File: src/rtl/serial_add_sched_if.sv
// serial_add_sched_if: bundles the request, adder-control and response
// signals of the serial adder scheduler.
//   slave  - the scheduler side (takes requests, drives the adder, answers)
//   master - the requester / adder / response-consumer side
interface serial_add_sched_if #(
  parameter int WIDTH   = 8,
  parameter int NUM_REQ = 4
);
  localparam int IDW = $clog2(NUM_REQ);

  logic [NUM_REQ-1:0]       req_i;
  logic [NUM_REQ*WIDTH-1:0] a_i;
  logic [NUM_REQ*WIDTH-1:0] b_i;
  logic [NUM_REQ-1:0]       gnt_o;
  logic                     busy_o;
  logic                     add_start_o;
  logic [WIDTH-1:0]         add_a_o;
  logic [WIDTH-1:0]         add_b_o;
  logic [WIDTH:0]           add_sum_i;
  logic                     add_done_i;
  logic                     rsp_valid_o;
  logic                     rsp_ready_i;
  logic [IDW-1:0]           rsp_id_o;
  logic [WIDTH:0]           rsp_sum_o;
  logic                     rsp_err_o;

  modport slave (
    input  req_i, a_i, b_i, add_sum_i, add_done_i, rsp_ready_i,
    output gnt_o, busy_o, add_start_o, add_a_o, add_b_o,
           rsp_valid_o, rsp_id_o, rsp_sum_o, rsp_err_o
  );

  modport master (
    output req_i, a_i, b_i, add_sum_i, add_done_i, rsp_ready_i,
    input  gnt_o, busy_o, add_start_o, add_a_o, add_b_o,
           rsp_valid_o, rsp_id_o, rsp_sum_o, rsp_err_o
  );
endinterface

File: src/rtl/serial_add_sched.sv
// serial_add_sched: round-robin scheduler sharing one serial adder among
// NUM_REQ requesters. Grants a requester, captures its operands, starts the
// adder, waits for completion under a watchdog, then returns the tagged sum
// over a valid/ready response port.
// Ports:
//   clk_i   - single clock, rising edge
//   reset_i - synchronous active-high reset
//   bus     - serial_add_sched_if.slave (requests, adder control, response)
//
// state    | meaning
// ---------+-----------------------------------------------------------
// S_IDLE   | no operation; round-robin pick among pending requests
// S_LAUNCH | operands captured, start pulse to adder, timer cleared
// S_WAIT   | waiting for add_done_i, watchdog timer running
// S_RESP   | response valid, held until rsp_ready_i
module serial_add_sched #(
  parameter int WIDTH   = 8,
  parameter int NUM_REQ = 4,
  parameter int TIMEOUT = WIDTH + 4
) (
  input  logic               clk_i,
  input  logic               reset_i,
  serial_add_sched_if.slave  bus
);
  localparam int IDW = $clog2(NUM_REQ);
  localparam int TW  = $clog2(TIMEOUT + 1);

  typedef enum logic [1:0] {
    S_IDLE,
    S_LAUNCH,
    S_WAIT,
    S_RESP
  } state_t;

  state_t          state;
  logic [IDW-1:0]  ptr;
  logic [TW-1:0]   timer;
  logic [IDW-1:0]  win;
  logic            found;

  // Round-robin pick: first requester at or above ptr, wrapping.
  always_comb begin
    win   = '0;
    found = 1'b0;
    for (int i = 0; i < NUM_REQ; i++) begin
      if (!found && bus.req_i[(int'(ptr) + i) % NUM_REQ]) begin
        found = 1'b1;
        win   = IDW'((int'(ptr) + i) % NUM_REQ);
      end
    end
  end

  // The grant has to appear in the same cycle the IDLE decision is made,
  // so it is decoded from the state register rather than registered itself.
  assign bus.gnt_o = (state == S_IDLE && found && !reset_i)
                     ? (NUM_REQ'(1) << win) : '0;

  always_ff @(posedge clk_i) begin
    if (reset_i) begin
      state           <= S_IDLE;
      ptr             <= '0;
      timer           <= '0;
      bus.busy_o      <= 1'b0;
      bus.add_start_o <= 1'b0;
      bus.add_a_o     <= '0;
      bus.add_b_o     <= '0;
      bus.rsp_valid_o <= 1'b0;
      bus.rsp_id_o    <= '0;
      bus.rsp_sum_o   <= '0;
      bus.rsp_err_o   <= 1'b0;
    end else begin
      bus.add_start_o <= 1'b0;
      case (state)
        S_IDLE: begin
          if (found) begin
            bus.add_a_o     <= bus.a_i[int'(win)*WIDTH +: WIDTH];
            bus.add_b_o     <= bus.b_i[int'(win)*WIDTH +: WIDTH];
            bus.rsp_id_o    <= win;
            ptr             <= (win == IDW'(NUM_REQ-1)) ? '0 : win + IDW'(1);
            bus.add_start_o <= 1'b1;
            bus.busy_o      <= 1'b1;
            state           <= S_LAUNCH;
          end
        end
        S_LAUNCH: begin
          timer <= '0;
          state <= S_WAIT;
        end
        S_WAIT: begin
          timer <= timer + TW'(1);
          // done takes priority over a coincident timeout
          if (bus.add_done_i) begin
            bus.rsp_sum_o   <= bus.add_sum_i;
            bus.rsp_err_o   <= 1'b0;
            bus.rsp_valid_o <= 1'b1;
            state           <= S_RESP;
          end else if (timer == TW'(TIMEOUT-1)) begin
            bus.rsp_sum_o   <= '0;
            bus.rsp_err_o   <= 1'b1;
            bus.rsp_valid_o <= 1'b1;
            state           <= S_RESP;
          end
        end
        S_RESP: begin
          if (bus.rsp_ready_i) begin
            bus.rsp_valid_o <= 1'b0;
            bus.busy_o      <= 1'b0;
            state           <= S_IDLE;
          end
        end
        default: state <= S_IDLE;
      endcase
    end
  end
endmodule
File: src/flat_wrapper.sv
// flat-port wrapper written by rule: the top's interface ports become plain ports
module serial_add_sched_flat 
#(
  parameter int WIDTH   = 8,
  parameter int NUM_REQ = 4,
  parameter int TIMEOUT = WIDTH + 4
)
  (clk_i, reset_i, bus_req_i, bus_a_i, bus_b_i, bus_add_sum_i, bus_add_done_i, bus_rsp_ready_i, bus_gnt_o, bus_busy_o, bus_add_start_o, bus_add_a_o, bus_add_b_o, bus_rsp_valid_o, bus_rsp_id_o, bus_rsp_sum_o, bus_rsp_err_o);
  serial_add_sched_if #(.WIDTH(WIDTH), .NUM_REQ(NUM_REQ)) bus_i ();
  input  logic clk_i;
  input  logic reset_i;
  input wire logic [$bits(bus_i.req_i)-1:0] bus_req_i;
  input wire logic [$bits(bus_i.a_i)-1:0] bus_a_i;
  input wire logic [$bits(bus_i.b_i)-1:0] bus_b_i;
  input wire logic [$bits(bus_i.add_sum_i)-1:0] bus_add_sum_i;
  input wire logic [$bits(bus_i.add_done_i)-1:0] bus_add_done_i;
  input wire logic [$bits(bus_i.rsp_ready_i)-1:0] bus_rsp_ready_i;
  output wire logic [$bits(bus_i.gnt_o)-1:0] bus_gnt_o;
  output wire logic [$bits(bus_i.busy_o)-1:0] bus_busy_o;
  output wire logic [$bits(bus_i.add_start_o)-1:0] bus_add_start_o;
  output wire logic [$bits(bus_i.add_a_o)-1:0] bus_add_a_o;
  output wire logic [$bits(bus_i.add_b_o)-1:0] bus_add_b_o;
  output wire logic [$bits(bus_i.rsp_valid_o)-1:0] bus_rsp_valid_o;
  output wire logic [$bits(bus_i.rsp_id_o)-1:0] bus_rsp_id_o;
  output wire logic [$bits(bus_i.rsp_sum_o)-1:0] bus_rsp_sum_o;
  output wire logic [$bits(bus_i.rsp_err_o)-1:0] bus_rsp_err_o;
  assign bus_i.req_i = bus_req_i;
  assign bus_i.a_i = bus_a_i;
  assign bus_i.b_i = bus_b_i;
  assign bus_i.add_sum_i = bus_add_sum_i;
  assign bus_i.add_done_i = bus_add_done_i;
  assign bus_i.rsp_ready_i = bus_rsp_ready_i;
  assign bus_gnt_o = bus_i.gnt_o;
  assign bus_busy_o = bus_i.busy_o;
  assign bus_add_start_o = bus_i.add_start_o;
  assign bus_add_a_o = bus_i.add_a_o;
  assign bus_add_b_o = bus_i.add_b_o;
  assign bus_rsp_valid_o = bus_i.rsp_valid_o;
  assign bus_rsp_id_o = bus_i.rsp_id_o;
  assign bus_rsp_sum_o = bus_i.rsp_sum_o;
  assign bus_rsp_err_o = bus_i.rsp_err_o;
  serial_add_sched #(.WIDTH(WIDTH), .NUM_REQ(NUM_REQ), .TIMEOUT(TIMEOUT)) u_core (.clk_i(clk_i), .reset_i(reset_i), .bus(bus_i));
endmodule
File: config.mk
export PLATFORM = sky130hd
export DESIGN_NAME = serial_add_sched_flat
export DESIGN_NICKNAME = d
export VERILOG_FILES = /design/src/rtl/serial_add_sched_if.sv /design/src/rtl/serial_add_sched.sv /design/src/flat_wrapper.sv
export SDC_FILE = /design/constraint.sdc
export NUM_CORES = 1
export LEC_CHECK = 0
export CAP_MARGIN = 20
export CORE_MARGIN = 2
export CORE_UTILIZATION = 35
export CTS_CLUSTER_SIZE = 10
export DETAILED_ROUTE_END_ITERATION = 10
export PLACE_DENSITY = 0.76
export SLEW_MARGIN = 20
export SYNTH_ARGS = -nofsm -noshare
export SYNTH_HDL_FRONTEND = slang
export SYNTH_SLANG_ARGS = --single-unit
export TNS_END_PERCENT = 5
File: constraint.sdc
create_clock -name clk_i -period 2.15 [get_ports clk_i]
set_clock_uncertainty 0.05 [all_clocks]
set_input_delay 0.5375 -clock clk_i [delete_from_list [all_inputs] [get_ports clk_i]]
set_output_delay 0.5375 -clock clk_i [all_outputs]
set_load 0.03 [all_outputs]
==> impl_metrics.xml <==
<?xml version="1.0" encoding="UTF-8"?>
<metrics>
  <group name="worst_setup_path">
    <metric name="worstSetupPathType" unit="">in2out</metric>
    <metric name="worst_ep_arrival_time" unit="ps">1730</metric>
    <metric name="worstPathMaxFanout" unit="">5</metric>
    <metric name="crit_path_start_kind" unit="">input port</metric>
    <metric name="critical_path_end_type" unit="">output port</metric>
    <metric name="timing.critical_path.required" unit="ps">1560</metric>
  </group>
  <group name="detailed_routing">
    <metric name="vias" unit="">2368</metric>
    <metric name="number_of_vias_per_cell_after_detailed_routing" unit="">5.04</metric>
    <metric name="detail_route.drc_violations" unit="">0</metric>
    <metric name="post_drt_wl_per_cell" unit="µm">14.5</metric>
    <metric name="ant_nets" unit="">0</metric>
    <metric name="initial_drc_count" unit="">42</metric>
    <metric name="final_wirelength" unit="µm">6800</metric>
    <metric name="drtPass1Iterations" unit="">4</metric>
  </group>
  <group name="global_route">
    <metric name="grt_start_max_net_pins" unit="">33</metric>
    <metric name="grt_pass1_wl" unit="µm">10200</metric>
    <metric name="first_global_vias" unit="">2250</metric>
    <metric name="number_of_antenna_violations_at_the_first_check_in_global_routing" unit="">0</metric>
    <metric name="grt_util_all_layers" unit="">0.197</metric>
    <metric name="grt_overflow_total" unit="">0</metric>
  </group>
  <group name="sta">
    <metric name="relSlewSlack" unit="">0.695</metric>
    <metric name="final_max_slew_viol_count" unit="">0</metric>
    <metric name="clock.fmax" unit="GHz">0.432</metric>
    <metric name="final_hold_viol_count" unit="">0</metric>
    <metric name="setup_repair_after_global_routing_missed_its_margin" unit="">true</metric>
    <metric name="setup_tns" unit="ps">-496</metric>
    <metric name="final_period_minus_worst_setup_slack" unit="ps">2310</metric>
    <metric name="setup_viol_count_final" unit="">4</metric>
    <metric name="worst_pin_slew" unit="ps">458</metric>
    <metric name="fin_ws" unit="ps">-163</metric>
    <metric name="period_share" unit="">1.08</metric>
  </group>
  <group name="pwr">
    <metric name="clkPwrFrac" unit="">0.139</metric>
    <metric name="cell_area_power_density" unit="nW/µm²">1190</metric>
    <metric name="ir_drop" unit="µV">647</metric>
    <metric name="internal_power" unit="mW">2.70</metric>
    <metric name="power.static_leakage" unit="nW">1.52</metric>
    <metric name="seq_power_share" unit="">0.247</metric>
    <metric name="power.share.combinational" unit="">0.613</metric>
    <metric name="p_sw" unit="mW">1.87</metric>
    <metric name="net_sw_frac" unit="">0.409</metric>
  </group>
  <group name="floorplan">
    <metric name="core_area" unit="µm²">5920</metric>
    <metric name="floorplan.die_area" unit="µm²">6730</metric>
    <metric name="std_cell_rows" unit="">28</metric>
    <metric name="fp.dieW" unit="µm">82.1</metric>
    <metric name="pin_count" unit="">116</metric>
    <metric name="die_h" unit="µm">82.1</metric>
    <metric name="floorplan.initialDensity" unit="">0.360</metric>
  </group>
  <group name="cts">
    <metric name="path_clk_slew" unit="ps">90</metric>
    <metric name="numClockSinks" unit="">39</metric>
    <metric name="cts-buffers-inserted" unit="">5</metric>
    <metric name="insertion_delay" unit="ps">290</metric>
    <metric name="clock_tree_from_tritoncts" unit="">done</metric>
    <metric name="htreeDepth" unit="">2</metric>
    <metric name="clock-root-buffer" unit="">sky130_fd_sc_hd__clkbuf_8</metric>
    <metric name="cts-root-to-sink-buffers" unit="">2</metric>
  </group>
  <group name="synth">
    <metric name="ys_seq_area_frac" unit="">0.366</metric>
    <metric name="main_synth_ff_type" unit="">sky130_fd_sc_hd__dfxtp_1</metric>
    <metric name="postSynthAreaPerCell" unit="µm²">8.33</metric>
    <metric name="synth_edf_count" unit="">0</metric>
    <metric name="synthMostInstantiatedCell" unit="">sky130_fd_sc_hd__dfxtp_1</metric>
    <metric name="synthesis.nets" unit="">343</metric>
    <metric name="postSynthCellCount" unit="">256</metric>
    <metric name="yosys.area.top_type" unit="">sky130_fd_sc_hd__dfxtp_1</metric>
    <metric name="synthesis.area" unit="µm²">2130</metric>
    <metric name="synth-async-reset-ratio" unit="">0</metric>
    <metric name="synth_top_cells_by_count" unit="">sky130_fd_sc_hd__dfxtp_1, sky130_fd_sc_hd__nand2_1, sky130_fd_sc_hd__and3_1, sky130_fd_sc_hd__mux2i_1, sky130_fd_sc_hd__nor2_1</metric>
    <metric name="synth.lib_cells_used.distinct" unit="">35</metric>
    <metric name="synthTopCellsByArea" unit="">sky130_fd_sc_hd__dfxtp_1, sky130_fd_sc_hd__mux2i_1, sky130_fd_sc_hd__a21boi_0, sky130_fd_sc_hd__o211ai_1, sky130_fd_sc_hd__nand2_1</metric>
    <metric name="yosysTopAreaCellShare" unit="">0.366</metric>
    <metric name="postSynthRegisterBits" unit="">39</metric>
    <metric name="yosys_warnings" unit="">0</metric>
  </group>
  <group name="placement">
    <metric name="io_buffers" unit="">115</metric>
    <metric name="place_congestion" unit="">0.793</metric>
    <metric name="post-place-cells" unit="">452</metric>
    <metric name="dpl-instance-area" unit="µm²">3550</metric>
    <metric name="hpwl" unit="µm">4980</metric>
  </group>
  <group name="hold_path">
    <metric name="hp-class" unit="">reg2reg</metric>
  </group>
  <group name="finish">
    <metric name="n_antenna_cell" unit="">0</metric>
    <metric name="drive_above_1_share" unit="">0.200</metric>
    <metric name="area_delta_synth_final" unit="%">79.5</metric>
    <metric name="stdcell_count" unit="">470</metric>
    <metric name="n_fill_cell" unit="">503</metric>
    <metric name="finish.net_count" unit="">481</metric>
    <metric name="layout.cell_area.non_filler" unit="µm²">3830</metric>
  </group>
  <group name="status">
    <metric name="failed_checks" unit="">setup timing</metric>
    <metric name="outcome" unit="">finished with violations</metric>
  </group>
  <group name="job">
    <metric name="max_cap_viol_count" unit="">0</metric>
  </group>
</metrics>
## state kept, by name, indices dropped and copies added (netlist names)
| name | count |
|---|---|
| u_core.bus.add_start_o | 1 |
| u_core.bus.rsp_err_o | 1 |
| u_core.bus.add_a_o | 8 |
| u_core.bus.add_b_o | 8 |
| u_core.bus.rsp_sum_o | 9 |
| u_core.bus.busy_o | 1 |
| u_core.state | 2 |
| u_core.ptr | 2 |
| u_core.bus.rsp_valid_o | 1 |
| u_core.bus.rsp_id_o | 2 |
| u_core.timer | 4 |
## metrics by stage
| stage | setup WS [ps] | hold slack, ps | utilization | total power, mW |
|---|---|---|---|---|
| 6_report | -163 | 409 | 0.646 | 4.57 |
| 3_5_place_dp | -602 | 401 | 0.600 | 3.68 |
| 5_1_grt | -238 | 436 | 0.646 | 4.88 |
| 2_1_floorplan | -38.4 | 413 | - | 2.68 |
| 4_1_cts | -114 | 413 | 0.642 | 4.56 |
| 3_3_place_gp | -583 | 394 | 0.600 | 3.63 |
## repair_timing
action,in CTS,in global routing
endpoints found under the setup margin,20,20
setup buffers,10,0
gates cloned,0,0
pin swaps,9,3
hold buffers,0,0
resized for setup,39,7
## metal layers
metal / global-route usage / wire, µm / up-vias
met3: 0.0637 / 731 / 7
met2: 0.346 / 3160 / 92
met1: 0.229 / 2850 / 1085
li1: - / - / 1184
met4: 0.0500 / 61 / 0
met5: 0 / 0 / -
## worst max-delay path: stages
cell	delay (ps)
sky130_fd_sc_hd__clkbuf_4	150
sky130_fd_sc_hd__nor2b_1	180
sky130_fd_sc_hd__o21ai_2	100
sky130_fd_sc_hd__and3_4	180
sky130_fd_sc_hd__buf_12	130
sky130_fd_sc_hd__buf_4	140
sky130_fd_sc_hd__nor3_4	160
sky130_fd_sc_hd__buf_6	150
## power groups by stage
stage               Combinational (mW)  Clock (mW)  Sequential, mW
floorplan                         1.17           0            1.51
detailed placement                2.56           0            1.12
global route                      3.03       0.687            1.16
global placement                  2.51           0            1.11
finish                            2.80       0.638            1.13
CTS                               2.79       0.653            1.12
## cells by family (layout without fill, tap and decap cells)
group                      after synthesis  in the layout  synth area share
and+or+nand+nor                         88             88             0.207
buffers and inverters                   26            165            0.0540
AOI/OAI and AO/OA                       80             80             0.258
DFF                                     39             39             0.366
muxes                                   17             17            0.0798
adders and majority gates                6              6            0.0352
## path summary, 6_finish.rpt
path	end	slack, ps	cells past startpoint	from
worst max-delay path	bus_gnt_o[0]	-160	8	bus_req_i[3]
worst min-delay path	u_core.bus.rsp_id_o[0]	410	2	u_core.bus.rsp_id_o[0]
worst max register to register	u_core.bus.add_a_o[2]	230	9	u_core.ptr[0]
worst min register to register	u_core.bus.rsp_id_o[0]	410	2	u_core.bus.rsp_id_o[0]
## layout make-up
cell class / count / area, µm² / area share
multi-input combinational: 191 / 1360 / 0.356
timing repair buffer: 149 / 1430 / 0.374
clock buffer: 5 / 68.8 / 0.0180
inverter: 8 / 32.5 / 0.00850
tap: 75 / 93.8 / 0.0245
sequential: 39 / 791 / 0.207
clock inverter: 3 / 47.5 / 0.0124
## layout by cell type (no fill, tap or decap), types with 6 or more instances in the layout
master	synthesis	layout
sky130_fd_sc_hd__clkdlybuf4s50_1	0	106
sky130_fd_sc_hd__dfxtp_1	39	35
sky130_fd_sc_hd__buf_4	4	33
sky130_fd_sc_hd__nand2_1	29	29
sky130_fd_sc_hd__mux2i_1	17	17
sky130_fd_sc_hd__nor2_1	17	16
sky130_fd_sc_hd__and3_1	17	16
sky130_fd_sc_hd__a21boi_0	16	16
sky130_fd_sc_hd__o211ai_1	16	16
sky130_fd_sc_hd__a22oi_1	10	10
sky130_fd_sc_hd__o21ai_1	11	10
sky130_fd_sc_hd__a21oi_1	8	8
sky130_fd_sc_hd__o21ai_0	8	8
sky130_fd_sc_hd__buf_6	0	6
Power figures use the tool's default switching activity.
